[src/rtl/bus_copy_master.sv]
`default_nettype none
// ============================================================================
// Module   : bus_copy_master
// Brief    : Bus initiator that copies a block of 64-bit words from a source
//            address range to a destination range in buffered bursts.
//            Optional feature macro: BUS_COPY_GRANT_CHECK_EN (grant-loss abort,
//            adds the sticky err output).
// Revision : 1.0  initial release
// ============================================================================
module bus_copy_master #(
    parameter int BUF_DEPTH = 4,
    parameter int LEN_W     = 8
) (
    input  logic             clk,
    input  logic             reset,
    input  logic             start,
    input  logic [15:0]      src_addr,
    input  logic [15:0]      dst_addr,
    input  logic [LEN_W-1:0] len,
    output logic             busy,
    output logic             done,
`ifdef BUS_COPY_GRANT_CHECK_EN
    output logic             err,
`endif
    output logic             m_req,
    input  logic             m_grant,
    output logic             m_wr,
    output logic [15:0]      m_addr,
    output logic [63:0]      m_dout,
    input  logic [63:0]      m_din
);

    localparam int c_IDX_W = (BUF_DEPTH > 1) ? $clog2(BUF_DEPTH) : 1;
    localparam int c_CNT_W = c_IDX_W + 1;
    localparam logic [c_CNT_W-1:0] c_DEPTH   = c_CNT_W'(BUF_DEPTH);
    localparam logic [c_CNT_W-1:0] c_CNT_ONE = c_CNT_W'(1);
    localparam logic [LEN_W-1:0]   c_LEN_ONE = LEN_W'(1);
    localparam logic [LEN_W-1:0]   c_LEN_BUF = LEN_W'(BUF_DEPTH);

    typedef enum logic [2:0] {
        S_IDLE    = 3'd0,
        S_REQ     = 3'd1,
        S_RD      = 3'd2,
        S_RD_TAIL = 3'd3,
        S_WR      = 3'd4,
        S_FIN     = 3'd5
    } state_t;

    state_t             r_state_q,   w_state_d;
    logic               r_busy_q,    w_busy_d;
    logic               r_done_q,    w_done_d;
    logic               r_m_req_q,   w_m_req_d;
    logic               r_m_wr_q,    w_m_wr_d;
    logic [15:0]        r_m_addr_q,  w_m_addr_d;
    logic [63:0]        r_m_dout_q,  w_m_dout_d;
    logic [15:0]        r_src_ptr_q, w_src_ptr_d;
    logic [15:0]        r_dst_ptr_q, w_dst_ptr_d;
    logic [LEN_W-1:0]   r_rem_q,     w_rem_d;
    logic [c_CNT_W-1:0] r_chunk_q,   w_chunk_d;
    logic [c_CNT_W-1:0] r_idx_q,     w_idx_d;
    logic [63:0]        r_buf_q [BUF_DEPTH];
    logic [63:0]        w_buf_d [BUF_DEPTH];
`ifdef BUS_COPY_GRANT_CHECK_EN
    logic               r_err_q,     w_err_d;
`endif

    logic [c_CNT_W-1:0] w_idx_prev;
    logic [c_CNT_W-1:0] w_idx_next;
    logic [c_CNT_W-1:0] w_chunk_last;

    assign w_idx_prev   = r_idx_q - c_CNT_ONE;
    assign w_idx_next   = r_idx_q + c_CNT_ONE;
    assign w_chunk_last = r_chunk_q - c_CNT_ONE;

    function automatic logic [c_CNT_W-1:0] f_chunk(input logic [LEN_W-1:0] r);
        if (r >= c_LEN_BUF) begin
            return c_DEPTH;
        end
        return c_CNT_W'(r);
    endfunction

    always_comb begin
        w_state_d   = r_state_q;
        w_busy_d    = r_busy_q;
        w_done_d    = 1'b0;
        w_m_req_d   = r_m_req_q;
        w_m_wr_d    = r_m_wr_q;
        w_m_addr_d  = r_m_addr_q;
        w_m_dout_d  = r_m_dout_q;
        w_src_ptr_d = r_src_ptr_q;
        w_dst_ptr_d = r_dst_ptr_q;
        w_rem_d     = r_rem_q;
        w_chunk_d   = r_chunk_q;
        w_idx_d     = r_idx_q;
        w_buf_d     = r_buf_q;
`ifdef BUS_COPY_GRANT_CHECK_EN
        w_err_d     = r_err_q;
`endif

        case (r_state_q)
            S_IDLE: begin
                if (start) begin
`ifdef BUS_COPY_GRANT_CHECK_EN
                    w_err_d = 1'b0;
`endif
                    if (len != '0) begin
                        w_src_ptr_d = src_addr;
                        w_dst_ptr_d = dst_addr;
                        w_rem_d     = len;
                        w_busy_d    = 1'b1;
                        w_m_req_d   = 1'b1;
                        w_m_wr_d    = 1'b0;
                        w_state_d   = S_REQ;
                    end else begin
                        w_done_d = 1'b1;
                    end
                end
            end

            S_REQ: begin
                if (m_grant) begin
                    w_chunk_d   = f_chunk(r_rem_q);
                    w_m_addr_d  = r_src_ptr_q;
                    w_src_ptr_d = r_src_ptr_q + 16'd1;
                    w_idx_d     = '0;
                    w_state_d   = S_RD;
                end
            end

            // Slave data lags the address by one cycle, so cycle k captures word k-1.
            S_RD: begin
                if (r_idx_q != '0) begin
                    w_buf_d[w_idx_prev[c_IDX_W-1:0]] = m_din;
                end
                if (r_idx_q == w_chunk_last) begin
                    w_state_d = S_RD_TAIL;
                end else begin
                    w_m_addr_d  = r_src_ptr_q;
                    w_src_ptr_d = r_src_ptr_q + 16'd1;
                    w_idx_d     = w_idx_next;
                end
            end

            // A one-word chunk has not reached the buffer yet, so bypass m_din.
            S_RD_TAIL: begin
                w_buf_d[r_idx_q[c_IDX_W-1:0]] = m_din;
                w_m_addr_d  = r_dst_ptr_q;
                w_m_wr_d    = 1'b1;
                w_m_dout_d  = (r_chunk_q == c_CNT_ONE) ? m_din : r_buf_q[0];
                w_dst_ptr_d = r_dst_ptr_q + 16'd1;
                w_rem_d     = r_rem_q - c_LEN_ONE;
                w_idx_d     = '0;
                w_state_d   = S_WR;
            end

            S_WR: begin
                if (r_idx_q != w_chunk_last) begin
                    w_m_addr_d  = r_dst_ptr_q;
                    w_m_dout_d  = r_buf_q[w_idx_next[c_IDX_W-1:0]];
                    w_dst_ptr_d = r_dst_ptr_q + 16'd1;
                    w_rem_d     = r_rem_q - c_LEN_ONE;
                    w_idx_d     = w_idx_next;
                end else if (r_rem_q != '0) begin
                    // Next burst starts immediately; the bus is kept, no re-request.
                    w_chunk_d   = f_chunk(r_rem_q);
                    w_m_wr_d    = 1'b0;
                    w_m_addr_d  = r_src_ptr_q;
                    w_src_ptr_d = r_src_ptr_q + 16'd1;
                    w_idx_d     = '0;
                    w_state_d   = S_RD;
                end else begin
                    w_m_req_d = 1'b0;
                    w_m_wr_d  = 1'b0;
                    w_done_d  = 1'b1;
                    w_busy_d  = 1'b0;
                    w_state_d = S_FIN;
                end
            end

            S_FIN: begin
                w_state_d = S_IDLE;
            end

            default: begin
                w_state_d = S_IDLE;
            end
        endcase

`ifdef BUS_COPY_GRANT_CHECK_EN
        if (!m_grant && (r_state_q == S_RD || r_state_q == S_RD_TAIL || r_state_q == S_WR)) begin
            w_m_req_d = 1'b0;
            w_m_wr_d  = 1'b0;
            w_err_d   = 1'b1;
            w_done_d  = 1'b1;
            w_busy_d  = 1'b0;
            w_state_d = S_IDLE;
        end
`endif
    end

    always_ff @(posedge clk) begin
        if (reset) begin
            r_state_q   <= S_IDLE;
            r_busy_q    <= 1'b0;
            r_done_q    <= 1'b0;
            r_m_req_q   <= 1'b0;
            r_m_wr_q    <= 1'b0;
            r_m_addr_q  <= 16'h0000;
            r_m_dout_q  <= 64'h0;
            r_src_ptr_q <= 16'h0000;
            r_dst_ptr_q <= 16'h0000;
            r_rem_q     <= '0;
            r_chunk_q   <= '0;
            r_idx_q     <= '0;
            r_buf_q     <= '{default: '0};
`ifdef BUS_COPY_GRANT_CHECK_EN
            r_err_q     <= 1'b0;
`endif
        end else begin
            r_state_q   <= w_state_d;
            r_busy_q    <= w_busy_d;
            r_done_q    <= w_done_d;
            r_m_req_q   <= w_m_req_d;
            r_m_wr_q    <= w_m_wr_d;
            r_m_addr_q  <= w_m_addr_d;
            r_m_dout_q  <= w_m_dout_d;
            r_src_ptr_q <= w_src_ptr_d;
            r_dst_ptr_q <= w_dst_ptr_d;
            r_rem_q     <= w_rem_d;
            r_chunk_q   <= w_chunk_d;
            r_idx_q     <= w_idx_d;
            r_buf_q     <= w_buf_d;
`ifdef BUS_COPY_GRANT_CHECK_EN
            r_err_q     <= w_err_d;
`endif
        end
    end

    assign busy   = r_busy_q;
    assign done   = r_done_q;
    assign m_req  = r_m_req_q;
    assign m_wr   = r_m_wr_q;
    assign m_addr = r_m_addr_q;
    assign m_dout = r_m_dout_q;
`ifdef BUS_COPY_GRANT_CHECK_EN
    assign err    = r_err_q;
`endif

endmodule
`default_nettype wire

[config.mk]
export PLATFORM = sky130hd
export DESIGN_NAME = bus_copy_master
export DESIGN_NICKNAME = d
export VERILOG_FILES = /design/src/rtl/bus_copy_master.sv
export SDC_FILE = /design/constraint.sdc
export NUM_CORES = 1
export LEC_CHECK = 0
export ABC_AREA = 1
export BUFFER_PORTS_ARGS = -buffer_cell sky130_fd_sc_hd__buf_4
export CORE_MARGIN = 1
export CORE_UTILIZATION = 59
export CTS_CLUSTER_DIAMETER = 120
export DETAILED_ROUTE_END_ITERATION = 8
export PLACE_DENSITY = 0.8
export SLEW_MARGIN = 20
export SYNTH_ARGS = -nofsm -noshare
export SYNTH_HDL_FRONTEND = slang
export SYNTH_SLANG_ARGS = --single-unit
[constraint.sdc]
create_clock -name clk -period 3.35 [get_ports clk]
set_input_delay 0.67 -clock clk [delete_from_list [all_inputs] [get_ports clk]]
set_output_delay 0.67 -clock clk [all_outputs]
set_load 0.005 [all_outputs]
Word-level counts from Yosys, hierarchy flattened
Cells that the tools add are included.

Add/subtract/negate cells: 6. $lt $le $gt $ge: 6. Equal/unequal tests: 18. Multiplexer cells: 73. Bitwise logic cells: 3. Reduce and logical (&&, ||, !) cells: 22.

Operators by type and width (number): $bwmux W256 (2); $pmux W256 S2 (1); $mux W64 (6); $demux W64 S2 (2); $mux W256 (1); $mux W16 (13); $bmux W64 S2 (1); $pmux W16 S4 (2); $pmux W64 S2 (1); $mux W3 (16); $pmux W16 S3 (1); $add A16 B1 Y16 const B (2); $mux W8 (3); $pmux W8 S3 (1); $ne A2 B2 Y1 const B (10); $mux W1 (17); $reduce_and A4 Y1 (4); $reduce_bool A8 Y1 (2); $pmux W3 S5 (1); $pmux W3 S4 (1); $reduce_and A5 Y1 (2); $ge A3 B3 Y1 const B (3); $not A2 Y3 (3); $ge A8 B3 Y1 const B (1); 21 further kinds (32).

Flip-flop bits (word level): 388. Bits of input ports: 108. Output and inout port bits: 84. Word-level logic and storage cells: 143.

Longest topological paths before layout
Gate-level depths: netlist (run 1).

Depth after elaboration: 9. Mapped depth: 15. Mapped depth without buffers: 14.

Least setup slack after synthesis (run 1)
OpenSTA, ideal clock, no wires.

Path kind: reg-to-reg. Start point: reg r_idx_q[0]. End point: reg r_m_dout_q[17] (netlist: m_dout[17]). Setup time: 121 ps. Arrival: 2195 ps. Required time: 3229 ps. Slack: 1034 ps. Stages on the path, launching flop included: 12. Buffers on the path: 4. Clock period less this slack: 2316 ps. Path through: dfxtp_1 inv_2 clkbuf_1 clkbuf_1 ha_1 clkbuf_1 buf_1 a21oi_1 o21ai_0 o21ai_0 o21ai_0 a21oi_1.

Cells in the longest elaborated chain, start to end: 7. Elaborated cells between the ends (all ways): 10. Those cells by class: 1 x add/sub; 2 x eq/ne; 5 x mux; 1 x bitwise; 1 x reduce/logical.

Ends and longest elaborated chain: from (decl) (line 60) `logic [c_CNT_W-1:0] r_idx_q, w_idx_d;`; from (signal assigned) (line 231) `r_idx_q <= w_idx_d;`; $add A3 B1 Y3 (line 72) `assign w_idx_next = r_idx_q + c_CNT_ONE;`; $not A2 Y3 (implied by the code) (line 159) `w_m_dout_d = r_buf_q[w_idx_next[c_IDX_W-1:0]];`; $bmux W64 S2 (line 159); $mux W64 (implied by the code) (2 in series) (line 159); $mux W64 (line 157) `if (r_idx_q != w_chunk_last) begin`; $pmux W64 S2 (line 100) `case (r_state_q)`; to (signal assigned) (line 226) `r_m_dout_q <= w_m_dout_d;`; to (decl) (line 55) `logic [63:0] r_m_dout_q, w_m_dout_d;`.

Parallel ways exist; a longest one is shown, timed or not. The select of a mux whose other input is x is not followed. A chain may end at the register's enable or synchronous reset.

Worst setup path after layout (run 1)
Start point: reg r_idx_q[0]. End point: reg r_m_dout_q[48] (netlist: m_dout[48]).

Same word-level chain as after synthesis.

==> summary.md, run 1 <==
| Metric | Value |
|---|---|
| Status | `completed` |
| Ports | `192` |
| First-pass GRT wire length | `80800 microns` |
| Crit Path Category | `reg -> reg` |
| RSZ-0062 raised after global routing | `no` |
| Final ANT Viol Nets | `0` |
| Worst Clk Skew | `0.0148 ns` |
| Drt first pass iters | `5` |
| Final Critical Period | `2.53 ns` |
| DRT Wirelength | `49700 microns` |
| Final #Nets | `2823` |
| Synth top cells by count | `468 x o21ai_0, 464 x a21oi_1, 397 x nand2_1` |
| Initial antenna violation count | `0` |
| Async SR Flop Fraction | `0` |
| Core ar. | `30600 sq um` |
| Count of final setup violators | `0` |
| Post-synth top area share | `0.423` |
| Slew at the pin closest to its max-slew limit | `0.915 ns` |
| CP startpoint kind | `register` |
| Cell count after synthesis | `2635` |
| Area leader, netlist | `dfxtp_1` |
| Largest cells by area after synthesis | `dfxtp_1 42%, o21ai_0 13%, a21oi_1 13%` |
| Clk_lat worst skew | `0.54 ns` |
| Worst Hold Class | `in -> reg` |
| Primary FF master, synth | `dfxtp_1` |
| CTS Buf Count | `42` |
| Die height | `178 microns` |
| Max cap viols | `0` |
| CTS tree | `yes` |
| Worst EP arrival | `2.94 ns` |
| Row count | `64` |
| DP HPWL | `29500 microns` |
| Register area share after synthesis | `0.423` |
| Maximum VDD drop | `0.752 mV` |
| Placer Congestion | `0.903` |
| 1st-iter DRT viols | `1595` |
| Clk sinks | `388` |
| N_diodes | `0` |
| Final Hold Viols | `0` |
| CP Max Fanout | `65` |
| Drt via density | `5.74` |
| Post-synth EDFFs | `0` |
| Placed Cells | `3054` |
| Syn_area_per_cell | `6.96 sq um` |
| Yosys cell types | `42` |
| # DRC | `0` |
| Maximum number of pins on one net before global-route repair | `99` |
| Crit. End Element | `register` |
| DR WL/cell | `15.9 microns` |
| Ys Warns | `0` |
| DIE WIDTH | `178 microns` |
| Clock tree buffer depth | `3` |
| Vias in the first global route | `16600` |
| Count leader, synth | `o21ai_0` |
| H-tree depth | `2` |
| Worst endpoint required time | `3.76 ns` |
| Netlist Area Pre-Place | `18300 sq um` |
| Count of hold-fix buffers inserted at cts | `0` |
| Max Freq | `395 MHz` |
| Worst-path clk slew | `0.06 ns` |
| Setup TNS Final | `0 ns` |
| Slew Limit Fails | `0` |
| Period utilisation layout | `0.756` |
| Leakage power | `8.35 nW` |
| Post-Syn Nets | `2755` |
| Port bufs | `191` |
| CTS root buf | `clkbuf_16` |
| Power per cell area | `827 nW/um^2` |
| Worst Hold Slack | `0.419 ns` |
| Die area | `31800 sq um` |
| Fin cells | `3129` |
| Layout cells sized above 1 | `0.121` |
| Total vias in the final route | `18000` |
| Initial Util | `0.600` |
| Max_slew headroom | `0.390` |
| Post-synthesis register bit count | `388` |
| Total GRT Usage | `0.309` |
| Setup Buffers After CTS | `0` |
| GRT overflow | `0` |
| CTS resizes | `0` |
| Area Growth Syn to Fin | `15.4%` |
-- registers in the layout (all words and copies together), names as in the netlist --
signal and count:
r_buf_q 256, m_dout 64, m_addr 16, r_dst_ptr_q 16
r_src_ptr_q 16, r_rem_q 8, r_chunk_q 3, r_idx_q 3
r_state_q 3, done 1, m_req 1, m_wr 1
-- layout make-up --
type / instances / area [sq um]
Timing Repair Buffer: 225 / 1790
Tap cell: 396 / 495
Inverter: 322 / 1220
Fill cell: 2568 / 9420
Multi-Input combinational cell: 1724 / 8470
Clock inverter: 8 / 97.6
Sequential cell: 388 / 7770
Clock buffer: 66 / 1330
-- worst max-delay path, cell delays in order, from the launching register on --
cell	delay (ns)
dfxtp_4	0.52
clkinv_2	0.11
ha_2	0.34
buf_4	0.72
a21oi_1	0.11
o21ai_0	0.12
nand3_1	0.10
a21oi_1	0.30
nor2_1	0.08
-- path summary, 6_finish.rpt --
| kind | from | endpoint | slack (ns) | depth (start not counted) |
|---|---|---|---|---|
| worst max-delay path | r_idx_q[0] | m_dout[48] | 0.82 | 8 |
| worst min-delay path | dst_addr[3] | r_dst_ptr_q[3] | 0.42 | 3 |
| worst max register to register | r_idx_q[0] | m_dout[48] | 0.82 | 8 |
| worst min register to register | r_buf_q[191] | r_buf_q[191] | 0.44 | 2 |
-- cells by family (layout without fill, tap and decap cells) --
kind of cell	after synthesis	count (layout)	synth area share
DFF	388	388	0.423
AOI/OAI and AO/OA	1094	1094	0.314
and+or+nand+nor	613	613	0.136
adders and majority gates	12	12	0.00818
buffers and inverters	523	621	0.117
xor gates and xnor gates	5	5	0.00239
-- metrics by stage --
stage	worst slack [ns]	instance area (sq um)	utilization	power [mW]
after floorplan	1.03	18300	-	10.7
after global placement	0.935	19700	0.645	12.5
after detailed placement	0.872	19700	0.645	12.7
after CTS	0.850	21200	0.691	17.5
after global routing	0.584	21200	0.692	18.7
final	0.818	21200	0.692	17.5
-- report_power, final --
part	switching [mW]	total, mW	internal (mW)
sequential	0.648	6.18	5.53
combinational	4.28	6.60	2.32
clock	1.87	4.74	2.88
-- metal layers --
| metal | up-vias | GRT usage | share of wire |
|---|---|---|---|
| met4 | 0 | 0.0996 | 0.021 |
| met3 | 80 | 0.0543 | 0.074 |
| met1 | 8292 | 0.403 | 0.43 |
| li1 | 8929 | - | - |
| met2 | 655 | 0.515 | 0.47 |
| met5 | - | 0 | 0 |
-- placed cells by master, fill, tap and decap left out, types with 3 or more instances in the layout --
| cell type | n |
|---|---|
| o21ai_0 | 468 |
| a21oi_1 | 464 |
| nand2_1 | 395 |
| dfxtp_1 | 387 |
| inv_1 | 313 |
| buf_4 | 217 |
| nor2_1 | 129 |
| o211ai_1 | 49 |
| nand3_1 | 45 |
| clkbuf_16 | 43 |
| a31oi_1 | 41 |
| o21ai_1 | 36 |
| a211oi_1 | 24 |
| clkbuf_8 | 17 |
| ha_1 | 11 |
| nor3_1 | 10 |
| nand4_1 | 9 |
| buf_12 | 8 |
| inv_2 | 6 |
| or2_2 | 6 |
| clkbuf_1 | 6 |
| clkinv_2 | 5 |
| nor2_2 | 4 |
| o31ai_1 | 4 |
| xor2_1 | 4 |
| inv_6 | 3 |
| nand2_4 | 3 |
| nand2_2 | 3 |
Note: power is estimated with default switching activity, not from simulation.
==> run 2, diff against run 1 <==
--- a/config.mk
+++ b/config.mk
@@ -5,7 +5,7 @@
 export SDC_FILE = /design/constraint.sdc
 export NUM_CORES = 1
 export LEC_CHECK = 0
-export ABC_AREA = 1
+export ABC_AREA = 0
 export BUFFER_PORTS_ARGS = -buffer_cell sky130_fd_sc_hd__buf_4
 export CORE_MARGIN = 1
 export CORE_UTILIZATION = 59
==> constraint.sdc (replaced) <==
create_clock -name clk -period 2.7 [get_ports clk]
set_input_delay 0.54 -clock clk [delete_from_list [all_inputs] [get_ports clk]]
set_output_delay 0.54 -clock clk [all_outputs]
set_load 0.005 [all_outputs]
==> summary.md, run 2 <==
| Metric | Value |
|---|---|
| Worst Clk Skew | `0.0188 ns` |
| Dpl ws | `0.169 ns` |
| Worst EP arrival | `2.97 ns` |
| Ports | `192` |
| Cell count after synthesis | `2173` |
| Slew at the pin closest to its max-slew limit | `0.806 ns` |
| Power per cell area | `636 nW/um^2` |
| Core ar. | `29700 sq um` |
| Netlist Area Pre-Place | `17800 sq um` |
| R2R Setup Slk | `0.17 ns` |
| GRT overflow | `0` |
| DP HPWL | `30100 microns` |
| 1st-iter DRT viols | `1950` |
| Setup Buffers After CTS | `0` |
| Maximum VDD drop | `0.450 mV` |
| Maximum number of pins on one net before global-route repair | `169` |
| Post-route cell area | `21000 sq um` |
| Count leader, synth | `nand2_1` |
| Total vias in the final route | `16600` |
| Area Growth Syn to Fin | `17.6%` |
| Yosys cell types | `66` |
| Status | `completed` |
| DR WL/cell | `18.7 microns` |
| Drt first pass iters | `6` |
| Initial antenna violation count | `2` |
| RSZ-0062 raised after global routing | `no` |
| Syn_area_per_cell | `8.21 sq um` |
| Post-Syn Nets | `2293` |
| Largest cells by area after synthesis | `dfxtp_1 44%, nand2_1 15%, a21oi_1 10%` |
| Post-synthesis register bit count | `388` |
| Biggest register | `r_buf_q` |
| DRT Wirelength | `50500 microns` |
| Clock tree buffer depth | `3` |
| # DRC | `0` |
| Slew Limit Fails | `0` |
| Worst-path clk slew | `0.06 ns` |
| CTS tree | `yes` |
| Worst Hold Slack | `0.284 ns` |
| Net Sw Frac | `0.258` |
| Final Hold Viols | `0` |
| Switching pwr | `3.44 mW` |
| Crit Path Category | `reg -> reg` |
| Clk_lat worst skew | `0.54 ns` |
| Cell Int Power | `9.91 mW` |
| Power share of the combinational group | `0.117` |
| CP Max Fanout | `22` |
| Leakage power | `7.39 nW` |
| CTS Buf Count | `41` |
| Placed Cells | `2623` |
| Die height | `176 microns` |
| Primary FF master, synth | `dfxtp_1` |
| Crit. End Element | `register` |
| Final ANT Viol Nets | `0` |
| Clk sinks | `388` |
| Port bufs | `191` |
| CP startpoint kind | `register` |
| Vias in the first global route | `15700` |
| Initial Util | `0.600` |
| Post-synth top area share | `0.435` |
| Max_slew headroom | `0.463` |
| Placer Congestion | `0.912` |
| Final worst slack | `0.173 ns` |
| Ys Warns | `0` |
| Async SR Flop Fraction | `0` |
| Setup TNS Final | `0 ns` |
| Die area | `30900 sq um` |
| Post-synth EDFFs | `0` |
| Clock share of power | `0.423` |
| Worst endpoint required time | `3.15 ns` |
| Register area share after synthesis | `0.435` |
| Area leader, netlist | `dfxtp_1` |
| Final #Nets | `2396` |
| Sequential share of power | `0.460` |
| H-tree depth | `2` |
| Number of flip-flops under the largest register name | `256` |
| Most frequent cells in the layout | `722 x nand2_1, 387 x dfxtp_1, 362 x a21oi_1, 225 x buf_4` |
| Count of final setup violators | `0` |
| Most common cell after layout, fill and taps aside | `nand2_1` |
| Drt via density | `6.15` |
| Total GRT Usage | `0.320` |
| Period utilisation layout | `0.936` |
| Placed cell area | `19600 sq um` |
| Final Critical Period | `2.53 ns` |
| Max cap viols | `0` |
| Synth top cells by count | `724 x nand2_1, 388 x dfxtp_1, 362 x a21oi_1` |
| Fin cells | `2699` |
| Layout cells sized above 1 | `0.172` |
| First-pass GRT wire length | `80500 microns` |
| Row count | `63` |
| Worst Hold Class | `in -> reg` |
| Max Freq | `396 MHz` |
| DIE WIDTH | `176 microns` |
| CTS root buf | `clkbuf_16` |
run 2: changes by cell type after synthesis, moves of 20 or more:
cell      delta
a21oi_1    -102
a311oi_1    +20
a31oi_1     -29
clkbuf_1    +26
inv_1      -301
mux2i_1     +64
mux4_2      +64
nand2_1    +327
nand3_1     -25
nor2_1      -90
o21ai_0    -439
o21ai_1     -34
run 2: path summary, 6_finish.rpt:
check / to / startpoint / cells after the start
setup / recovery: r_src_ptr_q[3] / r_chunk_q[0] / 9
hold / removal: r_buf_q[61] / m_din[61] / 3
setup reg to reg: r_src_ptr_q[3] / r_chunk_q[0] / 9
hold reg to reg: r_buf_q[91] / r_buf_q[91] / 2
run 2: area by class of cell:
class / instances / area (sq um)
multi-input cells: 1590 / 9300
well taps: 390 / 488
clock buffers: 64 / 1210
fillers: 2248 / 8730
inverters: 13 / 48.8
clock inverters: 10 / 136
repair buffers: 242 / 2020
flip-flops and latches: 388 / 7770
diodes: 2 / 5.00
run 2: logic make-up after synthesis:
| family | Yosys count | synth area share |
|---|---|---|
| and+or+nand+nor | 873 | 0.198 |
| xor gates and xnor gates | 4 | 0.00281 |
| DFF | 388 | 0.435 |
| buffers and inverters | 195 | 0.0470 |
| adders and majority gates | 12 | 0.00841 |
| muxes | 130 | 0.118 |
| AOI/OAI and AO/OA | 571 | 0.190 |
run 2: power by group through the flow:
| stage | Sequential, mW | Combinational, mW | Clock [mW] |
|---|---|---|---|
| global placement | 6.25 | 1.48 | 0 |
| CTS | 6.13 | 1.53 | 5.71 |
| finish | 6.14 | 1.56 | 5.65 |
| detailed placement | 6.25 | 1.53 | 0 |
| global route | 6.16 | 1.70 | 5.93 |
| floorplan | 6.16 | 0.995 | 0 |
run 2: metrics by stage:
step                utilization  total power [mW]
floorplan                     -              7.16
global placement          0.660              7.73
detailed placement        0.660              7.78
CTS                       0.706              13.4
global route              0.706              13.8
finish                    0.706              13.3
run 2: critical path: stages (launching register included):
cell     delay, ns
dfxtp_1       0.37
inv_1         0.08
ha_1          0.21
xor3_1        0.24
nor3_2        0.35
buf_4         0.24
a21oi_1       0.07
buf_4         0.21
or4_1         0.54
a21oi_1       0.14
run 2: routing by layer:
metal  track usage  vias up  wire length [microns]
met2         0.538      837                  24600
met4         0.109        2                   1160
met5             0        -                     12
met1         0.411     7851                  20000
met3        0.0593      103                   4720
li1              -     7795                      -
run 2: repair_timing:
action,4_1_cts,5_1_grt
gates resized for setup,0,1
hold buffers,0,0
setup endpoints to repair,0,17
